$ cat src/rtl/alu_mc.sv
// alu_mc: parametrised multi-cycle ALU for the execute stage.
//
// Single-cycle ops (ADD/AND/OR/XOR/SLL/SRL) finish one cycle after the
// accepting edge. MUL (shift-add) and DIV (restoring) run N iterations in
// the RUN state. Every result and flag is registered and holds until the
// next done pulse.
//
// Build option: define ALU_MC_DIV_EN to build the divider datapath. When it
// is undefined, op 111 is an illegal single-cycle op (Out=0, Ofl=1, DivZ=0).
//
// Ports:
//   clk, rst       clock, synchronous active-high reset
//   start          request, sampled in IDLE or DONE only
//   InA, InB       operands (N bits)
//   Cin            carry-in (ADD only)
//   Op             opcode (O bits)
//   invA, invB     operand inversion (ADD/AND/OR/XOR only)
//   sign           signed interpretation
//   slbi           A replaced by InA << N/2
//   busy, done     RUN state / one-cycle result-valid pulse
//   Out            registered result
//   Zero           Out == 0
//   Ofl, Cout      overflow / ADD carry-out
//   DivZ           divide by zero
module alu_mc #(
  parameter int N = 16,
  parameter int O = 3
) (
  input  logic         clk,
  input  logic         rst,
  input  logic         start,
  input  logic [N-1:0] InA,
  input  logic [N-1:0] InB,
  input  logic         Cin,
  input  logic [O-1:0] Op,
  input  logic         invA,
  input  logic         invB,
  input  logic         sign,
  input  logic         slbi,
  output logic         busy,
  output logic         done,
  output logic [N-1:0] Out,
  output logic         Zero,
  output logic         Ofl,
  output logic         Cout,
  output logic         DivZ
);

  localparam int LW = $clog2(N);

  localparam logic [O-1:0] OP_ADD = O'(3'd0);
  localparam logic [O-1:0] OP_AND = O'(3'd1);
  localparam logic [O-1:0] OP_OR  = O'(3'd2);
  localparam logic [O-1:0] OP_XOR = O'(3'd3);
  localparam logic [O-1:0] OP_SLL = O'(3'd4);
  localparam logic [O-1:0] OP_SRL = O'(3'd5);
  localparam logic [O-1:0] OP_MUL = O'(3'd6);
  localparam logic [O-1:0] OP_DIV = O'(3'd7);

  typedef enum logic [1:0] {
    S_IDLE = 2'd0,
    S_RUN  = 2'd1,
    S_DONE = 2'd2
  } state_t;

  state_t state_r, state_nxt_s;

  // Result registers
  logic [N-1:0] out_r;
  logic         ofl_r, cout_r, divz_r;

  // Iteration state
  logic [LW-1:0]  cnt_r;
  logic           sign_r, neg_r;
  logic [2*N-1:0] prod_r, mcand_r;
  logic [N-1:0]   mplier_r;

  // Operand conditioning and single-cycle results
  logic [N-1:0] a_s, a_op_s, b_op_s, mag_a_s, mag_b_s;
  logic [N:0]   sum_s;
  logic [LW-1:0] shamt_s;
  logic         a_neg_s, b_neg_s;
  logic [N-1:0] sc_out_s;
  logic         sc_ofl_s, sc_cout_s;
  logic         is_div_s, multi_s, accept_s;

  // Iteration step and final results
  logic [2*N-1:0] prod_nxt_s, mul_fin_s;
  logic           mul_ofl_s;
  logic [N-1:0]   fin_out_s;
  logic           fin_ofl_s, fin_divz_s;

`ifdef ALU_MC_DIV_EN
  logic [N-1:0] quo_r, rem_r, dvs_r;
  logic         is_div_r, dz_r, dofl_r;
  logic [N:0]   rem_sh_s;
  logic [N-1:0] rem_diff_s, rem_nxt_s, quo_nxt_s, div_fin_s;
  logic         ge_s;
`endif

  // Operand conditioning, single-cycle result and operation classification
  always_comb begin
    a_s       = slbi ? (InA << (N/2)) : InA;
    a_op_s    = invA ? ~a_s : a_s;
    b_op_s    = invB ? ~InB : InB;
    sum_s     = {1'b0, a_op_s} + {1'b0, b_op_s} + {{N{1'b0}}, Cin};
    shamt_s   = InB[LW-1:0];
    a_neg_s   = sign & a_s[N-1];
    b_neg_s   = sign & InB[N-1];
    mag_a_s   = a_neg_s ? ({N{1'b0}} - a_s) : a_s;
    mag_b_s   = b_neg_s ? ({N{1'b0}} - InB) : InB;
    sc_out_s  = {N{1'b0}};
    sc_ofl_s  = 1'b0;
    sc_cout_s = 1'b0;
    case (Op)
      OP_ADD: begin
        sc_out_s  = sum_s[N-1:0];
        sc_cout_s = sum_s[N];
        // Signed overflow: equal operand signs, different result sign
        sc_ofl_s  = sign ? ((a_op_s[N-1] == b_op_s[N-1]) && (sum_s[N-1] != a_op_s[N-1]))
                         : sum_s[N];
      end
      OP_AND: sc_out_s = a_op_s & b_op_s;
      OP_OR:  sc_out_s = a_op_s | b_op_s;
      OP_XOR: sc_out_s = a_op_s ^ b_op_s;
      OP_SLL: sc_out_s = a_s << shamt_s;
      OP_SRL: sc_out_s = sign ? $unsigned($signed(a_s) >>> shamt_s) : (a_s >> shamt_s);
      default: begin
        // Only an unbuilt DIV reaches here
        sc_out_s = {N{1'b0}};
        sc_ofl_s = 1'b1;
      end
    endcase
`ifdef ALU_MC_DIV_EN
    is_div_s = (Op == OP_DIV);
`else
    is_div_s = 1'b0;
`endif
    multi_s  = (Op == OP_MUL) | is_div_s;
    accept_s = start & ((state_r == S_IDLE) | (state_r == S_DONE));
  end

  // Multiplier step and final product with sign/overflow handling
  always_comb begin
    prod_nxt_s = mplier_r[0] ? (prod_r + mcand_r) : prod_r;
    mul_fin_s  = neg_r ? ({(2*N){1'b0}} - prod_nxt_s) : prod_nxt_s;
    // Signed fit: top N+1 bits all equal; unsigned fit: top N bits zero
    mul_ofl_s  = sign_r ? ~((&mul_fin_s[2*N-1:N-1]) | ~(|mul_fin_s[2*N-1:N-1]))
                        : (|mul_fin_s[2*N-1:N]);
  end

`ifdef ALU_MC_DIV_EN
  // Restoring divider step: shift in next dividend bit, subtract if it fits
  always_comb begin
    rem_sh_s   = {rem_r, quo_r[N-1]};
    ge_s       = (rem_sh_s >= {1'b0, dvs_r});
    rem_diff_s = rem_sh_s[N-1:0] - dvs_r;
    rem_nxt_s  = ge_s ? rem_diff_s : rem_sh_s[N-1:0];
    quo_nxt_s  = {quo_r[N-2:0], ge_s};
    div_fin_s  = dz_r ? {N{1'b1}} : (neg_r ? ({N{1'b0}} - quo_nxt_s) : quo_nxt_s);
  end
`endif

  // Select the multi-cycle result written on the last iteration
  always_comb begin
    fin_out_s  = mul_fin_s[N-1:0];
    fin_ofl_s  = mul_ofl_s;
    fin_divz_s = 1'b0;
`ifdef ALU_MC_DIV_EN
    if (is_div_r) begin
      fin_out_s  = div_fin_s;
      fin_ofl_s  = dofl_r & ~dz_r;
      fin_divz_s = dz_r;
    end else begin
      fin_out_s  = mul_fin_s[N-1:0];
      fin_ofl_s  = mul_ofl_s;
      fin_divz_s = 1'b0;
    end
`endif
  end

  // FSM state register
  always_ff @(posedge clk) begin
    if (rst) state_r <= S_IDLE;
    else     state_r <= state_nxt_s;
  end

  // FSM next-state logic
  always_comb begin
    state_nxt_s = S_IDLE;
    case (state_r)
      S_IDLE, S_DONE: begin
        if (start) state_nxt_s = multi_s ? S_RUN : S_DONE;
        else       state_nxt_s = S_IDLE;
      end
      S_RUN: begin
        if (cnt_r == {LW{1'b0}}) state_nxt_s = S_DONE;
        else                     state_nxt_s = S_RUN;
      end
      default: state_nxt_s = S_IDLE;
    endcase
  end

  // FSM outputs decoded from the state register
  always_comb begin
    busy = (state_r == S_RUN);
    done = (state_r == S_DONE);
  end

  // Datapath: operand capture, iteration and result registers
  always_ff @(posedge clk) begin
    if (rst) begin
      out_r    <= {N{1'b0}};
      ofl_r    <= 1'b0;
      cout_r   <= 1'b0;
      divz_r   <= 1'b0;
      cnt_r    <= {LW{1'b0}};
      sign_r   <= 1'b0;
      neg_r    <= 1'b0;
      prod_r   <= {(2*N){1'b0}};
      mcand_r  <= {(2*N){1'b0}};
      mplier_r <= {N{1'b0}};
`ifdef ALU_MC_DIV_EN
      quo_r    <= {N{1'b0}};
      rem_r    <= {N{1'b0}};
      dvs_r    <= {N{1'b0}};
      is_div_r <= 1'b0;
      dz_r     <= 1'b0;
      dofl_r   <= 1'b0;
`endif
    end else if (accept_s) begin
      if (multi_s) begin
        cnt_r    <= LW'(N-1);
        sign_r   <= sign;
        neg_r    <= a_neg_s ^ b_neg_s;
        prod_r   <= {(2*N){1'b0}};
        mcand_r  <= {{N{1'b0}}, mag_a_s};
        mplier_r <= mag_b_s;
`ifdef ALU_MC_DIV_EN
        quo_r    <= mag_a_s;
        rem_r    <= {N{1'b0}};
        dvs_r    <= mag_b_s;
        is_div_r <= is_div_s;
        dz_r     <= (InB == {N{1'b0}});
        // Most-negative / -1 is the only signed quotient that overflows
        dofl_r   <= sign & (a_s == {1'b1, {(N-1){1'b0}}}) & (InB == {N{1'b1}});
`endif
      end else begin
        out_r  <= sc_out_s;
        ofl_r  <= sc_ofl_s;
        cout_r <= sc_cout_s;
        divz_r <= 1'b0;
      end
    end else if (state_r == S_RUN) begin
      cnt_r    <= cnt_r - LW'(1'b1);
      prod_r   <= prod_nxt_s;
      mcand_r  <= mcand_r << 1;
      mplier_r <= mplier_r >> 1;
`ifdef ALU_MC_DIV_EN
      rem_r    <= rem_nxt_s;
      quo_r    <= quo_nxt_s;
`endif
      if (cnt_r == {LW{1'b0}}) begin
        out_r  <= fin_out_s;
        ofl_r  <= fin_ofl_s;
        cout_r <= 1'b0;
        divz_r <= fin_divz_s;
      end
    end
  end

  assign Out  = out_r;
  assign Ofl  = ofl_r;
  assign Cout = cout_r;
  assign DivZ = divz_r;
  assign Zero = (out_r == {N{1'b0}});

endmodule

$ cat config.mk
export PLATFORM = sky130hd
export DESIGN_NAME = alu_mc
export DESIGN_NICKNAME = d
export VERILOG_FILES = /design/src/rtl/alu_mc.sv
export SDC_FILE = /design/constraint.sdc
export NUM_CORES = 1
export LEC_CHECK = 0
export BUFFER_PORTS_ARGS = -buffer_cell sky130_fd_sc_hd__buf_2
export CAP_MARGIN = 20
export CELL_PAD_IN_SITES_DETAIL_PLACEMENT = 2
export CELL_PAD_IN_SITES_GLOBAL_PLACEMENT = 2
export CORE_MARGIN = 3
export CORE_UTILIZATION = 36
export DETAILED_ROUTE_END_ITERATION = 12
export GPL_ROUTABILITY_DRIVEN = 0
export GPL_TIMING_DRIVEN = 0
export PLACE_DENSITY_LB_ADDON = 0.1
export SETUP_SLACK_MARGIN = 0.02
export SKIP_CTS_REPAIR_TIMING = 1
export SLEW_MARGIN = 20
export SYNTH_ARGS = -nofsm -noshare
export SYNTH_HDL_FRONTEND = slang
export SYNTH_SLANG_ARGS = --single-unit
$ cat constraint.sdc
create_clock -name clk -period 6.26 [get_ports clk]
set_input_delay 1.252 -clock clk [delete_from_list [all_inputs] [get_ports clk]]
set_output_delay 1.252 -clock clk [all_outputs]
set_load 0.005 [all_outputs]
### Word level (Yosys, flattened, before mapping)

Cells that the tools add are included.

| storage, ports and cells | value |
|---|---|
| register bits after elaboration | 107 |
| output and inout port bits | 22 |
| logic and storage cells | 104 |

| operators by class | value |
|---|---|
| $add $sub $neg | 7 |
| equal/unequal tests | 12 |
| shifts and indexed selects | 3 |
| muxes and demuxes | 43 |
| bitwise gates (word level) | 13 |
| reductions and logical operators | 15 |

Operator list:

| operator | number |
|---|---|
| $mux W32 | 8 |
| $mux W16 | 13 |
| $pmux W16 S6 | 1 |
| $add A32 B32 Y32 | 1 |
| $not A16 Y16 | 2 |
| $sub A1 B16 Y16 const A | 2 |
| $sub A1 B32 Y32 const A | 1 |
| $add A16 B16 Y17 | 1 |
| $add A17 B1 Y17 | 1 |
| $reduce_and A17 Y1 | 1 |
| $reduce_or A17 Y1 | 1 |
| $and A16 B16 Y16 | 1 |
| $logic_not A16 Y1 | 1 |
| $or A16 B16 Y16 | 1 |
| $reduce_or A16 Y1 | 1 |
| $shl A16 B4 Y16 | 1 |
| $shr A16 B4 Y16 | 1 |
| $sshr A16 B4 Y16 | 1 |
| $xor A16 B16 Y16 | 1 |
| $mux W1 | 13 |
| $mux W4 | 3 |
| $eq A3 B3 Y1 const B | 3 |
| $eq A3 B2 Y1 const B | 2 |
| $mux W2 | 3 |
| other kinds (22) | 29 |

### Depth between registers and ports, before layout

| depth | value |
|---|---|
| depth after elaboration | 12 |
| gate-level depth with buffers | 21 |
| depth with buffers taken out | 18 |

### Least setup slack after synthesis

OpenSTA, ideal clock, no wires.

| timing path | value |
|---|---|
| path kind | in2reg |
| start | input slbi |
| end | register ofl_r (netlist: Ofl) |
| library setup time | 0.120 ns |
| arrival | 5.214 ns |
| slack | 0.926 ns |
| stages | 21 |
| buffers on the path | 3 |
| cell sequence | clkbuf_1 > clkbuf_1 > nand2b_1 > clkbuf_1 > xnor2_1 > fa_1 > inv_1 > fa_1 > nor2b_1 > o21ai_0 > a21boi_0 > o21ai_0 > a21boi_0 > o21ai_0 > a21oi_1 > o41ai_1 > o311ai_0 > o31ai_1 > o21ai_0 > o21ai_0 > o21ai_1 |

| between the ends | value |
|---|---|
| longest elaborated chain between the ends | 11 |
| elaborated cells between the ends (all ways) | 12 |
| classes of those cells | 2 x add/sub; 2 x eq/ne; 6 x mux; 1 x bitwise; 1 x reduce/logical |

RTL lines:

| what | line | source |
|---|---|---|
| from (decl) | 39 | `input logic slbi,` |
| $mux W16 * | 103 | `a_s = slbi ? (InA << (N/2)) : InA;` |
| $not A16 Y16 | 104 | `a_op_s = invA ? ~a_s : a_s;` |
| $mux W16 * | 104 |  |
| $add A16 B16 Y17 | 106 | `sum_s = {1'b0, a_op_s} + {1'b0, b_op_s} + {{N{1'b0}}, Cin};` |
| $add A17 B1 Y17 | 106 |  |
| $ne A1 B1 Y1 | 120 | `sc_ofl_s = sign ? ((a_op_s[N-1] == b_op_s[N-1]) && (sum_s[N-1] != a_op_s[N-1]))` |
| $logic_and A1 B1 Y1 | 120 |  |
| $mux W1 * | 120 |  |
| $pmux W1 S2 * | 115 | `case (Op)` |
| $mux W1 * | 232 | `if (multi_s) begin` |
| $mux W1 * | 231 | `end else if (accept_s) begin` |
| to (signal assigned) | 250 | `ofl_r <= sc_ofl_s;` |
| to (signal assigned) | 265 | `ofl_r <= fin_ofl_s;` |
| to (decl) | 70 | `logic ofl_r, cout_r, divz_r;` |

Every way passes the cells marked *; elsewhere a longest branch is shown, timed or not. The select of a mux whose other input is x is not followed.
A chain may end at the register's enable or synchronous reset.

### Worst setup path after layout

| timing path | value |
|---|---|
| start | register mplier_r[0] |
| end | register ofl_r (netlist: Ofl) |

| between the ends | value |
|---|---|
| longest elaborated chain between the ends | 11 |
| elaborated cells between the ends (all ways) | 13 |
| classes of those cells | 1 x add/sub; 6 x mux; 3 x bitwise; 3 x reduce/logical |

RTL lines:

| what | line | source |
|---|---|---|
| from (decl) | 76 | `logic [N-1:0] mplier_r;` |
| from (signal assigned) | 222 | `mplier_r <= {N{1'b0}};` |
| from (signal assigned) | 238 | `mplier_r <= mag_b_s;` |
| from (signal assigned) | 258 | `mplier_r <= mplier_r >> 1;` |
| $mux W32 * | 145 | `prod_nxt_s = mplier_r[0] ? (prod_r + mcand_r) : prod_r;` |
| $sub A1 B32 Y32 | 146 | `mul_fin_s = neg_r ? ({(2*N){1'b0}} - prod_nxt_s) : prod_nxt_s;` |
| $mux W32 * | 146 |  |
| $reduce_or A17 Y1 | 148 | `mul_ofl_s = sign_r ? ~((&mul_fin_s[2*N-1:N-1]) \| ~(\|mul_fin_s[2*N-1:N-1]))` |
| $not A1 Y1 | 148 |  |
| $or A1 B1 Y1 | 148 |  |
| $not A1 Y1 | 148 |  |
| $mux W1 * | 148 |  |
| $mux W1 * | 263 | `if (cnt_r == {LW{1'b0}}) begin` |
| $mux W1 * | 254 | `end else if (state_r == S_RUN) begin` |
| $mux W1 * | 231 |  |

Marked as above.

==> qor.yml <==
detailed_routing:
  routed_wl_um: 56500
  dr.pass1.iters: 6
  drcViolationCount: 0
  drtIter0Drc: 751
  final_antenna_net_count: 0
  vias: 13641
  wl_per_cell_um: 25.9
  post_drt_via_cell_ratio: 6.25
run:
  cap_violations: 0
floorplan:
  die_h_um: 187
  ios: 65
  start_util_pct: 37.0
  die-area_um2: 35000
  rows: 65
  core_area_um2: 32000
  die_w_um: 187
logic_synthesis:
  syn_area_um2: 11800
  synth-async-reset-ratio_pct: 0
  synth_cells: 1683
  syn_area_per_cell_um2: 7.02
  synth_edf_count: 0
  synthTopCellsByCount: "nor2_1, nand2_1, a21oi_1, o21ai_0, clkbuf_1"
  synth_cell_types: 93
  synth-seq-area-share_pct: 18.0
  synthFlopType: "dfxtp_1"
  ys_warn_count: 0
  synth_seq_cells: 106
  synth.most_common_cell: "nor2_1"
  synth_fp_nets: 1796
  synth_top_cell_area_share_pct: 18.0
  synthTopCellsByArea: "dfxtp_1, ha_1, a21oi_1"
  yosysTopAreaCell: "dfxtp_1"
setup_path:
  endpoint_kind: "flip-flop"
  crit_required_ns: 6.52
  r2r_cells: 16
  cp_max_fo: 19
  cp.arrival_ns: 6.14
  worstSetupPathType: "flip-flop to flip-flop"
  start_kind: "flip-flop"
layout:
  antenna-diode-count: 0
  layout-drive-gt1-share_pct: 7.21
  nNetsFinal: 1857
  final_cells: 2183
  multiInputGateArea_um2: 8990
  area_delta_synth_final_pct: 9.29
  fillers: 3928
  register_area_um2: 2120
grt:
  grt_pass1_vias: 14675
  grt_usage_pct: 31.6
  grt_max_degree: 17
  gr-total-overflow: 0
  antenna_found_initial: 1
  grt_first_pass_wirelength_um: 87200
pwr:
  power_mw: 2.07
  power_leakage_nw: 4.96
  vdd_drop_max_v: 0.000133
  cellPowerDensity_nw_per_um2: 160
clock_network:
  numCtsBuffers: 9
  clkLatencyLatePin_ns: 0.37
  htreeDepth: 3
  cts_num_sinks: 106
  clkSlewWorstSetupHoldPaths_ns: 0.08
  cts_tree: "done"
  clock-root-buffer: "clkbuf_16"
  cts_buffer_depth: 2
timing:
  relSlewSlack_pct: 26.6
  fin_skew_ns: 0.00790
  tightest_slew_ns: 1.10
  slew_viol_final: 0
  period_minus_slack_ns: 5.88
  grt_setup_unrepaired: "false"
  finalSetupViolations: 0
  final.period_utilization_pct: 93.9
  hold_viol: 0
  fmax_mhz: 170
worst_hold_path:
  hold_path_depth: 2
  hp-class: "flip-flop to flip-flop"
place:
  dp.cells: 2172
  hpwl_um: 45500
  io_buffers: 54
run_status:
  status: "finished, final reports clean"
-- per-stage QoR --
step	setup slack (ns)	utilization (%)	instance area (um^2)	hold slack, ns	TNS, ns
6_report	0.379	40.4	12900	0.477	0
5_1_grt	0.0354	40.4	12900	0.500	0
3_3_place_gp	-0.570	39.5	12600	0.446	-1.99
3_5_place_dp	-0.789	39.5	12600	0.470	-3.19
4_1_cts	-0.664	40.4	12900	0.479	-1.46
2_1_floorplan	0.926	-	11800	0.437	0
-- report_power, final --
| part | leakage, nW | switching, mW | internal, mW |
|---|---|---|---|
| registers | 0.859 | 0.0241 | 0.693 |
| clock network | 0.129 | 0.288 | 0.282 |
| logic | 3.97 | 0.520 | 0.258 |
| total | 4.96 | 0.832 | 1.23 |
-- layout by cell type (no fill, tap or decap), types with 26 or more instances in the layout --
cell | Yosys | final
a211oi_1 | 41 | 41
a21oi_1 | 153 | 153
buf_2 | 7 | 59
clkbuf_1 | 107 | 100
dfxtp_1 | 106 | 106
ha_1 | 67 | 67
inv_1 | 54 | 54
mux2i_1 | 37 | 36
nand2_1 | 169 | 169
nand3_1 | 50 | 50
nor2_1 | 202 | 202
nor3_1 | 40 | 40
o211ai_1 | 26 | 26
o21ai_0 | 113 | 113
xnor2_1 | 53 | 53
xor2_1 | 42 | 42
-- sequential cells by signal, indices dropped and copies added (netlist names) --
name      flops
sign_r        1
cnt_r         4
neg_r         1
Out          16
Cout          1
mplier_r     16
Ofl           1
state_r       2
prod_r       32
mcand_r      32
-- cell type report --
cell class / count / area share [%]
Buffer: 125 / 3.86
Clock buffer: 12 / 1.91
Clock inverter: 3 / 0.194
Inverter: 56 / 1.63
Multi-Input combinational cell: 1392 / 69.7
Sequential cell: 106 / 16.4
Tap cell: 435 / 4.22
Timing Repair Buffer: 54 / 2.09
-- worst paths after layout --
kind | start | slack (ns) | to
min | mplier_r[15] | 0.48 | mplier_r[15]
min reg2reg | mplier_r[15] | 0.48 | mplier_r[15]
max | mplier_r[0] | 0.38 | Ofl
max reg2reg | mplier_r[0] | 0.38 | Ofl
-- routing by layer --
metal	global-route usage, %	vias up	routed length [um]
met5	0	-	11
met4	18.9	2	3580
met3	2.51	148	1650
met2	57.1	319	28400
met1	36.4	6881	23000
li1	-	6291	-
-- cells by family after synthesis --
kind of cell    Yosys count  share of synthesized area, %
compound gates          565                          32.3
xor+xnor                 96                          7.23
fa+ha+maj                70                          7.61
buf+inv                 185                          6.00
flops                   106                          18.0
mux                      50                          4.57
other cells               1                        0.0317
simple gates            610                          24.3
-- worst max-delay path, cell delays in order (launching register included) --
cell       delay, ns
dfxtp_1         0.37
clkbuf_1        0.45
clkbuf_4        0.45
buf_2           0.34
clkbuf_4        0.39
mux2i_1         0.37
ha_1            0.24
nand4_1         0.24
or4_1           0.54
a2111oi_4       0.34
nand4_1         0.43
o41ai_1         0.52
a211oi_1        0.12
nor4_2          0.41
o2111ai_1       0.15
a22oi_1         0.26
o21ai_1         0.10
Note: power is estimated with default switching activity, not from simulation.
